`src/rtl/ps2_kb_receiver.sv`:
```
// PS/2 keyboard receiver: synchronizes and deglitches the PS/2 clock/data pins,
// deserializes 11-bit device-to-host frames and decodes make/break (F0) codes.
// kb_code holds the most recent pressed key and feeds the CPU kb_input bus.
// Optional feature macro: PS2_PARITY_CHECK_EN (defined: odd parity is enforced;
// undefined: the parity bit is sampled but ignored).
module ps2_kb_receiver #(
   parameter int FILTER_LEN     = 4,
   parameter int TIMEOUT_CYCLES = 5000,
   parameter int CNT_WIDTH      = 13
) (
   input  logic       clk,
   input  logic       rst,
   input  logic       ps2_clk,
   input  logic       ps2_data,
   output logic [7:0] kb_code,
   output logic       kb_strobe,
   output logic       kb_release,
   output logic       kb_error
);

   localparam int FW = $clog2(FILTER_LEN + 1);

   typedef enum logic [1:0] {IDLE, DATA, PARITY, STOP} state_t;

   logic                 clk_s1_q, clk_s2_q, dat_s1_q, dat_s2_q;
   logic                 clk_s1_d, clk_s2_d, dat_s1_d, dat_s2_d;
   logic                 fclk_q, fclk_d;
   logic [FW-1:0]        filt_cnt_q, filt_cnt_d;
   state_t               state_q, state_d;
   logic [2:0]           bit_cnt_q, bit_cnt_d;
   logic [7:0]           shift_q, shift_d;
   logic                 par_q, par_d;
   logic [CNT_WIDTH-1:0] to_cnt_q, to_cnt_d;
   logic                 brk_q, brk_d, ext_q, ext_d;
   logic [7:0]           code_q, code_d;
   logic                 strobe_q, strobe_d, release_q, release_d, error_q, error_d;
   logic                 bit_evt_s;
   logic                 frame_ok_s;

   // Next-state logic for conditioning, frame FSM, timeout and make/break decoder
   always_comb begin
      clk_s1_d   = ps2_clk;
      clk_s2_d   = clk_s1_q;
      dat_s1_d   = ps2_data;
      dat_s2_d   = dat_s1_q;
      fclk_d     = fclk_q;
      filt_cnt_d = {FW{1'b0}};
      state_d    = state_q;
      bit_cnt_d  = bit_cnt_q;
      shift_d    = shift_q;
      par_d      = par_q;
      brk_d      = brk_q;
      ext_d      = ext_q;
      code_d     = code_q;
      strobe_d   = 1'b0;
      release_d  = 1'b0;
      error_d    = 1'b0;
      bit_evt_s  = 1'b0;
      frame_ok_s = 1'b0;

      // Glitch filter: follow the synchronized clock only after FILTER_LEN differing cycles
      if (clk_s2_q != fclk_q) begin
         if (filt_cnt_q == FW'(FILTER_LEN - 1)) begin
            fclk_d     = clk_s2_q;
            filt_cnt_d = {FW{1'b0}};
            bit_evt_s  = fclk_q;
         end else begin
            filt_cnt_d = filt_cnt_q + {{(FW-1){1'b0}}, 1'b1};
         end
      end else begin
         filt_cnt_d = {FW{1'b0}};
      end

      if (bit_evt_s || (state_q == IDLE)) begin
         to_cnt_d = {CNT_WIDTH{1'b0}};
      end else begin
         to_cnt_d = to_cnt_q + {{(CNT_WIDTH-1){1'b0}}, 1'b1};
      end

      if (bit_evt_s) begin
         case (state_q)
            IDLE: begin
               if (!dat_s2_q) begin
                  state_d   = DATA;
                  bit_cnt_d = 3'd0;
               end else begin
                  state_d = IDLE;
               end
            end
            DATA: begin
               shift_d   = {dat_s2_q, shift_q[7:1]};
               bit_cnt_d = bit_cnt_q + 3'd1;
               if (bit_cnt_q == 3'd7) begin
                  state_d = PARITY;
               end else begin
                  state_d = DATA;
               end
            end
            PARITY: begin
               par_d   = dat_s2_q;
               state_d = STOP;
            end
            STOP: begin
`ifdef PS2_PARITY_CHECK_EN
               frame_ok_s = dat_s2_q & (^{shift_q, par_q});
`else
               frame_ok_s = dat_s2_q;
`endif
               state_d = IDLE;
               if (!frame_ok_s) begin
                  error_d = 1'b1;
               end else if (shift_q == 8'hF0) begin
                  brk_d = 1'b1;
               end else if (shift_q == 8'hE0) begin
                  ext_d = 1'b1;
               end else if (brk_q) begin
                  release_d = 1'b1;
                  brk_d     = 1'b0;
                  ext_d     = 1'b0;
                  if (shift_q == code_q) begin
                     code_d = 8'h00;
                  end else begin
                     code_d = code_q;
                  end
               end else begin
                  code_d   = shift_q;
                  strobe_d = 1'b1;
                  ext_d    = 1'b0;
               end
            end
            default: state_d = IDLE;
         endcase
      end else if ((state_q != IDLE) && (to_cnt_q == CNT_WIDTH'(TIMEOUT_CYCLES))) begin
         state_d = IDLE;
         shift_d = 8'h00;
         error_d = 1'b1;
      end else begin
         state_d = state_q;
      end
   end

   // State registers with asynchronous active-high reset
   always_ff @(posedge clk or posedge rst) begin
      if (rst) begin
         clk_s1_q   <= 1'b1;
         clk_s2_q   <= 1'b1;
         dat_s1_q   <= 1'b1;
         dat_s2_q   <= 1'b1;
         fclk_q     <= 1'b1;
         filt_cnt_q <= {FW{1'b0}};
         state_q    <= IDLE;
         bit_cnt_q  <= 3'd0;
         shift_q    <= 8'h00;
         par_q      <= 1'b0;
         to_cnt_q   <= {CNT_WIDTH{1'b0}};
         brk_q      <= 1'b0;
         ext_q      <= 1'b0;
         code_q     <= 8'h00;
         strobe_q   <= 1'b0;
         release_q  <= 1'b0;
         error_q    <= 1'b0;
      end else begin
         clk_s1_q   <= clk_s1_d;
         clk_s2_q   <= clk_s2_d;
         dat_s1_q   <= dat_s1_d;
         dat_s2_q   <= dat_s2_d;
         fclk_q     <= fclk_d;
         filt_cnt_q <= filt_cnt_d;
         state_q    <= state_d;
         bit_cnt_q  <= bit_cnt_d;
         shift_q    <= shift_d;
         par_q      <= par_d;
         to_cnt_q   <= to_cnt_d;
         brk_q      <= brk_d;
         ext_q      <= ext_d;
         code_q     <= code_d;
         strobe_q   <= strobe_d;
         release_q  <= release_d;
         error_q    <= error_d;
      end
   end

   assign kb_code    = code_q;
   assign kb_strobe  = strobe_q;
   assign kb_release = release_q;
   assign kb_error   = error_q;

endmodule
```
`config.mk`:
```
export PLATFORM = sky130hd
export DESIGN_NAME = ps2_kb_receiver
export DESIGN_NICKNAME = d
export VERILOG_FILES = /design/src/rtl/ps2_kb_receiver.sv
export SDC_FILE = /design/constraint.sdc
export NUM_CORES = 1
export LEC_CHECK = 0
export CAP_MARGIN = 20
export CORE_MARGIN = 2
export CORE_UTILIZATION = 60
export CTS_CLUSTER_SIZE = 12
export DETAILED_ROUTE_END_ITERATION = 16
export PLACE_DENSITY = 0.89
export SETUP_SLACK_MARGIN = 0.3
export SLEW_MARGIN = 0
export SYNTH_ARGS = -nofsm -noshare
export SYNTH_HDL_FRONTEND = slang
export SYNTH_SLANG_ARGS = --single-unit
```
`constraint.sdc`:
```
create_clock -name clk -period 4 [get_ports clk]
set_input_delay 0.8 -clock clk [delete_from_list [all_inputs] [get_ports clk]]
set_output_delay 0.8 -clock clk [all_outputs]
set_load 0.005 [all_outputs]
```
# [Word level (Yosys, flattened, before mapping)]
# Cells that the tools add are included.
[word_totals] reg_bits=46 in_bits=4 output_inout_bits=11 elab_cells=80
[classes] n_addsub=3 eq_ne=14 mux=35 bitwise_logic=2 n_reduce_logical=11
[ops] op="8-bit 2-to-1 mux" count=5
[ops] op="1-bit 2-to-1 mux" count=21
[ops] op="8-bit == test (second input constant)" count=2
[ops] op="13-bit by 1-bit adder with 13-bit output (second input constant)" count=1
[ops] op="13-bit == test (second input constant)" count=1
[ops] op="13-bit 2-to-1 mux" count=1
[ops] op="3-bit 2-to-1 mux" count=3
[ops] op="8-bit == test" count=1
[ops] op="2-bit case mux with 4 select lines" count=1
[ops] op="3-bit by 1-bit adder with 3-bit output (second input constant)" count=2
[ops] op="2-bit 2-to-1 mux" count=3
[ops] op="3-bit case mux with 2 select lines" count=1
[ops] op="6-bit AND reduction" count=1
[ops] op="2-bit nonzero test" count=3
[ops] op="2-bit == test (second input constant)" count=2
[ops] op="2-bit by 1-bit inequality test with 1-bit output (second input constant)" count=2
[ops] op="2-bit inequality test (second input constant)" count=2
[ops] op="2-bit AND reduction" count=2
[ops] op="4-bit AND reduction" count=1
[ops] op="3-bit by 2-bit == test with 1-bit output (second input constant)" count=1
[ops] op="3-bit == test (second input constant)" count=1
[ops] op="3-bit AND reduction" count=1
[ops] op="2-bit by 1-bit == test with 1-bit output (second input constant)" count=1
[ops] op="2-bit zero test" count=1
[ops] op="4 further kinds" count=5

# [Depth between registers and ports, before layout]
# Gate-level depths: netlist of the first run.
[logic_depth] word_depth=6 depth_mapped=6 depth_no_buf=6

# [Least setup slack after synthesis of the first run]
# No wires, ideal clock.
[synth_path] kind="reg-to-reg" startpoint="reg fclk_q" endpoint="reg code_q[1] (netlist: kb_code[1])" setup_time_ns=0.080 t_arrival_ns=1.598 setup_slack_ns=2.322 path_stages_with_launch=6 path_buffers=1 synth_period_minus_slack_ns=1.678 cell_sequence="dfstp_2 and4bb_4 nand4_1 or3_1 buf_4 o211ai_2"
[synth_between] elab_chain_cells=3
[synth_rtl] element="from (decl)" line_no="27" rtl="logic fclk_q, fclk_d;"
[synth_rtl] element="from (signal assigned)" line_no="167" rtl="fclk_q <= fclk_d;"
[synth_rtl] element="1-bit 2-to-1 mux / 1-bit inequality test (equally long branches)" line_no="63, 62"
[synth_rtl] element="1-bit 2-to-1 mux *" line_no="62" rtl="if (clk_s2_q != fclk_q) begin"
[synth_rtl] element="6-bit AND reduction (no source line) *"
[synth_rtl] element="to (signal assigned)" line_no="176" rtl="code_q <= code_d;"
[synth_rtl] element="to (decl)" line_no="35" rtl="logic [7:0] code_q, code_d;"
# Every way passes the cells marked *; elsewhere a longest branch is shown, timed or not.
# A chain may end at the register's enable or synchronous reset.

# [Worst setup path after layout of the first run]
[layout_path] startpoint="reg filt_cnt_q[0]" endpoint="reg code_q[0] (netlist: kb_code[0])"
[layout_between] elab_chain_cells=4
[layout_rtl] element="from (decl)" line_no="28" rtl="logic [FW-1:0] filt_cnt_q, filt_cnt_d;"
[layout_rtl] element="from (signal assigned)" line_no="150" rtl="filt_cnt_q <= {FW{1'b0}};"
[layout_rtl] element="from (signal assigned)" line_no="168" rtl="filt_cnt_q <= filt_cnt_d;"
[layout_rtl] element="3-bit by 2-bit == test with 1-bit output" line_no="63" rtl="if (filt_cnt_q == FW'(FILTER_LEN - 1)) begin"
[layout_rtl] element="1-bit 2-to-1 mux" line_no="63"
[layout_rtl] element="1-bit 2-to-1 mux" line_no="62"
[layout_rtl] element="6-bit AND reduction (no source line)"
# No other way between the ends.

==> out/results.txt, run 1 <==
final hold vios = 0
Reg2Reg Depth = 5
CTS resizes = 0
DR iter-0 viols = 134
proportion of synthesized area in mux cells = 0.515%
Post-Layout Cell Count = 267
CTS Buffer Depth = 2
Max Cap Violations = 0
Root Buffer = clkbuf_4
vias in the first global route = 1554
GP Congestion = 0.810
DR WL/cell = 15.2 µm
worst r2r src = filt_cnt_q[0]$_DFF_PP0_
# diodes = 0
Core Area = 3420 µm²
area share of fa/ha/maj cells after synthesis = 2.86%
Final min period = 2290 ps
Hold Startpoint = clk_s1_q$_DFF_PP1_
Site Rows = 21
largest family of logic cells by synthesized area = simple AND/OR/NAND/NOR gates
Max-Slew Margin vs Limit = 39.7%
DRT antenna net count = 0
R2R Path End = kb_code[0]$_DFFE_PP0P_
Syn Nets = 213
Crit Path Class = flop to flop
Yosys reg bits = 46
Req. time, crit path = 4290 ps
Syn Area/Cell = 10.7 µm²
die width = 64.4 µm
die area = 4140 µm²
Fin Setup TNS = 0 ps
cts hold-fix bufs = 0
total gr overflow = 0
gr usage total = 23.1%
Setup crit end kind = flop
Synth Warn # = 0
antenna violations before repair = 0
Max Fclk = 437 MHz
PwrDens = 358 nW/µm²
Seq/Total Area, Yosys = 52.9%
DR vias/cell = 5.84
nets = 229
WHS Endpoint = clk_s2_q$_DFF_PP1_
Netlist cell types = 38
crit path launch type = flop
drt pass-1 iters = 4
TritonCTS buffer count = 5
area of the multi-input gates = 938 µm²
RSZ-0062 raised after global routing = false
DPL Wire Length = 2.79 mm
worst hold path depth = 0
CTS tree = built
Async S/R FF share, synth = 100%
final worst-path cycle share = 57.1%
placed cell count = 259
Synth-to-Final Area Change = 11.1%
fill count = 244
Starting Density = 64.0%
WP data arrival = 2580 ps
Simple-Gate Fraction of Synth Area = 16.4%
Residual DRC = 0
max-slew violations = 0
EDFF count, synth = 0
Worst R2R Setup Slack = 1710 ps
run status = finished, final reports clean
# Post-CTS Setup Buffers = 0
Die Height = 64.4 µm
post-synthesis cell area = 2190 µm²
final setup violating endpoints = 0
worst hold path class = flop to flop
Port Buf Inserts = 14
first-pass GRT wire length = 7.16 mm
Fin Clk Skew = 11.5 ps
XOR/XNOR Fraction of Synth Area = 7.61%
IO Pins = 15
Compound-Gate Fraction of Synth Area = 15.5%
largest net degree at the start of global routing = 47
Sequential Area = 1160 µm²
P_leak = 0.991 nW
fraction of layout cells with a size suffix above 1 = 12.7%
maximum vdd drop = 240 µV
crit-path max FO = 12
CTS clk-pin slew, worst paths = 120 ps
Detailed Route WL = 4.05 mm
H-tree depth = 2
worst skew pair latency = 370 ps
Syn Inst Count = 204
Main synth FF type = dfrtp_1
vias post-DR = 1559
Clock Sink Count = 46
Tightest Pin Transition = 904 ps
==> where the power goes <==
| part | switching (mW) | internal [mW] |
|---|---|---|
| clock | 0.146 | 0.0854 |
| sequential | 0.0344 | 0.500 |
| combinational | 0.0605 | 0.0427 |
==> through the flow <==
stage	total power [mW]	utilization, %	worst slack (ps)	hold WS [ps]	cell area (µm²)
CTS	0.870	71.1	1710	367	2430
finish	0.869	71.1	1710	365	2430
global placement	0.636	69.3	1820	346	2370
floorplan	0.613	-	2120	345	2190
detailed placement	0.647	69.3	1760	349	2370
global route	0.918	71.1	1620	371	2430
==> cells by family after synthesis <==
logic type,Yosys count
and+or+nand+nor,64
AOI/OAI and AO/OA,46
DFF,46
buffers and inverters,23
xor gates and xnor gates,19
adders and majority gates,5
muxes,1
==> routing by layer <==
metal / track usage [%] / up-vias / part of all wire, % / wire length, µm
met4: 12.0 / 0 / 2.7 / 110
met3: 4.58 / 12 / 3.4 / 137
met5: 0 / - / 0 / 0
li1: - / 756 / - / -
met1: 27.5 / 757 / 43 / 1720
met2: 39.5 / 34 / 51 / 2080
==> critical path: stages, from the launching register on <==
cell,delay [ps]
dfrtp_1,370
ha_1,220
and4bb_4,310
nand4_1,390
or3_1,700
o211ai_2,220
==> cells in the mapped netlist, drive strengths merged (2+ instances only) <==
cell type	count	area (µm²)
o211ai	17	168
nand3	8	40.0
dfstp	5	131
dfrtp	41	1030
o22ai	7	43.8
nand4	5	31.3
nor2	15	56.3
o21ai	13	65.1
inv	16	60.1
xnor2	16	140
nor2b	2	12.5
a22o	2	17.5
a21oi	3	15.0
nor3	7	46.3
and3	3	18.8
xor2	3	26.3
nor3b	2	15.0
nor4	2	12.5
or3	3	18.8
clkbuf	6	22.5
ha	5	62.6
nand2	11	41.3
==> flip-flops by register name (all words and copies together), names as in the netlist, 2 cells and up <==
signal,cells
kb_code,8
shift_q,8
filt_cnt_q,3
bit_cnt_q,3
state_q,2
to_cnt_q,13
==> layout by cell type, fill, tap and decap left out, types with 5 or more instances in the layout <==
master,n
ha_1,5
xnor2_1,16
o211ai_1,9
nand4_1,5
nand2_1,11
dfrtp_1,41
nor3_1,6
dfstp_2,5
inv_1,14
nand3_1,8
nor2_1,15
o22ai_1,7
o21ai_1,10
o211ai_2,8
clkdlybuf4s50_1,14
clkbuf_4,5
==> area by class of cell <==
type	instances	share of cell area, %
clock buffer	7	2.27
clock inverter	1	0.206
inverter	16	2.47
multi-input combinational	135	38.6
sequential	46	47.7
tap	46	2.37
timing repair buffer	16	6.39
==> how the worst max path moves through the flow <==
stage	from	slack, ps	endpoint	cells past startpoint
4_1_cts	filt_cnt_q[0]$_DFF_PP0_	1710	kb_code[0]$_DFFE_PP0P_	5
3_5_place_dp	fclk_q$_DFFE_PP1P_	1760	kb_code[0]$_DFFE_PP0P_	4
6_report	filt_cnt_q[0]$_DFF_PP0_	1710	kb_code[0]$_DFFE_PP0P_	5
5_1_grt	filt_cnt_q[0]$_DFF_PP0_	1620	kb_code[0]$_DFFE_PP0P_	5
2_1_floorplan	rst	2120	bit_cnt_q[0]$_DFFE_PP0P_	1
3_3_place_gp	fclk_q$_DFFE_PP1P_	1820	kb_code[5]$_DFFE_PP0P_	4
No activity file was read; power rests on OpenSTA's default activity.
==> run 2: changes to the inputs <==
- CORE_UTILIZATION: 60 -> 52
- PLACE_DENSITY: 0.89 -> 0.83
- clock period: 4 -> 1.85 ns (I/O delays scaled with it)
==> out/results.txt, run 2 (synthesis results as in run 1) <==
run status = finished, final reports clean
commonest non-fill, non-tap cell in the layout = dfrtp_1
Critical path buffers and inverters = 0
Largest register FFs = 13
fill count = 270
DR vias/cell = 5.76
Sw Ratio = 24.0%
Flop pwr share = 47.8%
die area = 4740 µm²
DRT antenna net count = 0
H-tree depth = 2
largest net degree at the start of global routing = 47
Comb pwr share = 14.2%
gr usage total = 22.8%
Setup crit end kind = flop
Clock Sink Count = 46
PwrDens = 838 nW/µm²
Switch Pwr = 0.574 mW
Max Fclk = 583 MHz
crit-path max FO = 5
Fin Setup TNS = 0 ps
maximum vdd drop = 605 µV
final worst-path cycle share = 92.7%
critical-path cell list = and4bb_4 -> nand4_1 -> or3_4 -> o211ai_2
cts hold-fix bufs = 0
Die Height = 68.8 µm
final hold vios = 0
crit path launch type = flop
Max Cap Violations = 0
drt pass-1 iters = 4
worst skew pair latency = 300 ps
Slowest-stage cell, CP = dfstp_2
Biggest register = to_cnt_q
Clock power frac = 38.0%
Fin Clk Skew = 9.67 ps
CTS clk-pin slew, worst paths = 90 ps
max-slew violations = 0
CTS tree = built
Site Rows = 23
Starting Density = 54.3%
P_leak = 1.33 nW
final worst slack = 134 ps
CP peak stage delay = 540 ps
worst hold path class = flop to flop
CTS Buffer Depth = 2
Core Area = 4030 µm²
vias post-DR = 1735
GP Congestion = 0.823
total gr overflow = 0
Setup WS pre-CTS = 8.40 ps
first-pass GRT wire length = 7.84 mm
Residual DRC = 0
TritonCTS buffer count = 5
DR iter-0 viols = 194
Top delay family on crit path = simple AND/OR/NAND/NOR gates
DPL Wire Length = 2.88 mm
vias in the first global route = 1707
Root Buffer = clkbuf_8
Max-Slew Margin vs Limit = 70.9%
Synth-to-Final Area Change = 30.4%
total power = 2.39 mW
final setup violating endpoints = 0
IO Pins = 15
fraction of layout cells with a size suffix above 1 = 26.7%
Cell Int Power = 1.82 mW
leading cell types in the layout, fill and taps excluded = 41 x dfrtp_1, 27 x buf_4, 16 x xnor2_1
WP data arrival = 1940 ps
Tightest Pin Transition = 433 ps
RSZ-0062 raised after global routing = true
# diodes = 0
Detailed Route WL = 4.86 mm
nets = 259
dpl cell area = 2420 µm²
Req. time, crit path = 2070 ps
Final min period = 1720 ps
die width = 68.8 µm
Design Area, Final = 2850 µm²
DR WL/cell = 16.1 µm
antenna violations before repair = 0
Crit Path Class = flop to flop
Port Buf Inserts = 14
run 2: cell count changes in the layout (fill, tap and decap cells not counted), sizes merged:
cell and change:
or3 +1, clkinv -1, buf +29, bufinv +2
dlymetal6s2s +6, dlygate4sd2 +3, clkdlybuf4s50 -9, clkbuf -1
run 2: final cells by class:
| class | count | area, µm² | share of cell area (%) |
|---|---|---|---|
| clock buffer | 6 | 82.6 | 2.90 |
| clock inverter | 2 | 60.1 | 2.11 |
| inverter | 16 | 60.1 | 2.11 |
| multi-input combinational | 136 | 1020 | 35.7 |
| sequential | 46 | 1160 | 40.6 |
| tap | 50 | 62.6 | 2.19 |
| timing repair buffer | 45 | 410 | 14.4 |
run 2: per-layer routing:
| metal | track usage [%] | vias to the layer above | routed length, µm |
|---|---|---|---|
| met5 | 0 | - | 0 |
| met4 | 10.0 | 0 | 93 |
| met3 | 6.17 | 12 | 305 |
| met2 | 36.2 | 78 | 2420 |
| met1 | 29.4 | 826 | 2050 |
| li1 | - | 819 | - |
run 2: path summary, 6_finish.rpt:
kind	endpoint	depth (start not counted)	startpoint	slack [ps]
max in group asynchronous	clk_s1_q$_DFF_PP1_	3	rst	1160
worst max-delay path	kb_code[1]$_DFFE_PP0P_	4	fclk_q$_DFFE_PP1P_	130
min in group asynchronous	kb_code[2]$_DFFE_PP0P_	3	rst	400
worst min register to register	dat_s2_q$_DFF_PP1_	0	dat_s1_q$_DFF_PP1_	350
worst min-delay path	dat_s2_q$_DFF_PP1_	0	dat_s1_q$_DFF_PP1_	350
worst max register to register	kb_code[1]$_DFFE_PP0P_	4	fclk_q$_DFFE_PP1P_	130
run 2: worst reg2reg max path: cells and delay by family, from the launching register on:
family	cells	cell delay, ps
compound gates	1	180
simple gates	3	910
flops	1	540
run 2: timing repair:
item | CTS | global route
pin swaps | 5 | 7
endpoints found under the setup margin | 30 | 31
hold endpoints to repair | 0 | 0
gates resized for setup | 9 | 13
setup buffers | 17 | 6
gates cloned | 1 | 1
run 2: through the flow:
stage	util (%)	instances	hold slack [ps]
6_report	70.7	301	353
5_1_grt	70.7	301	356
4_1_cts	68.2	294	352
3_5_place_dp	60.2	268	348
3_3_place_gp	60.2	268	346
2_1_floorplan	-	204	345
run 2: power by group through the flow:
| stage | Clock [mW] | Sequential (mW) | Combinational [mW] |
|---|---|---|---|
| after floorplan | 0 | 1.14 | 0.185 |
| after global placement | 0 | 1.16 | 0.243 |
| after detailed placement | 0 | 1.16 | 0.254 |
| after CTS | 0.923 | 1.14 | 0.303 |
| after global routing | 0.979 | 1.15 | 0.377 |
| final | 0.908 | 1.14 | 0.339 |
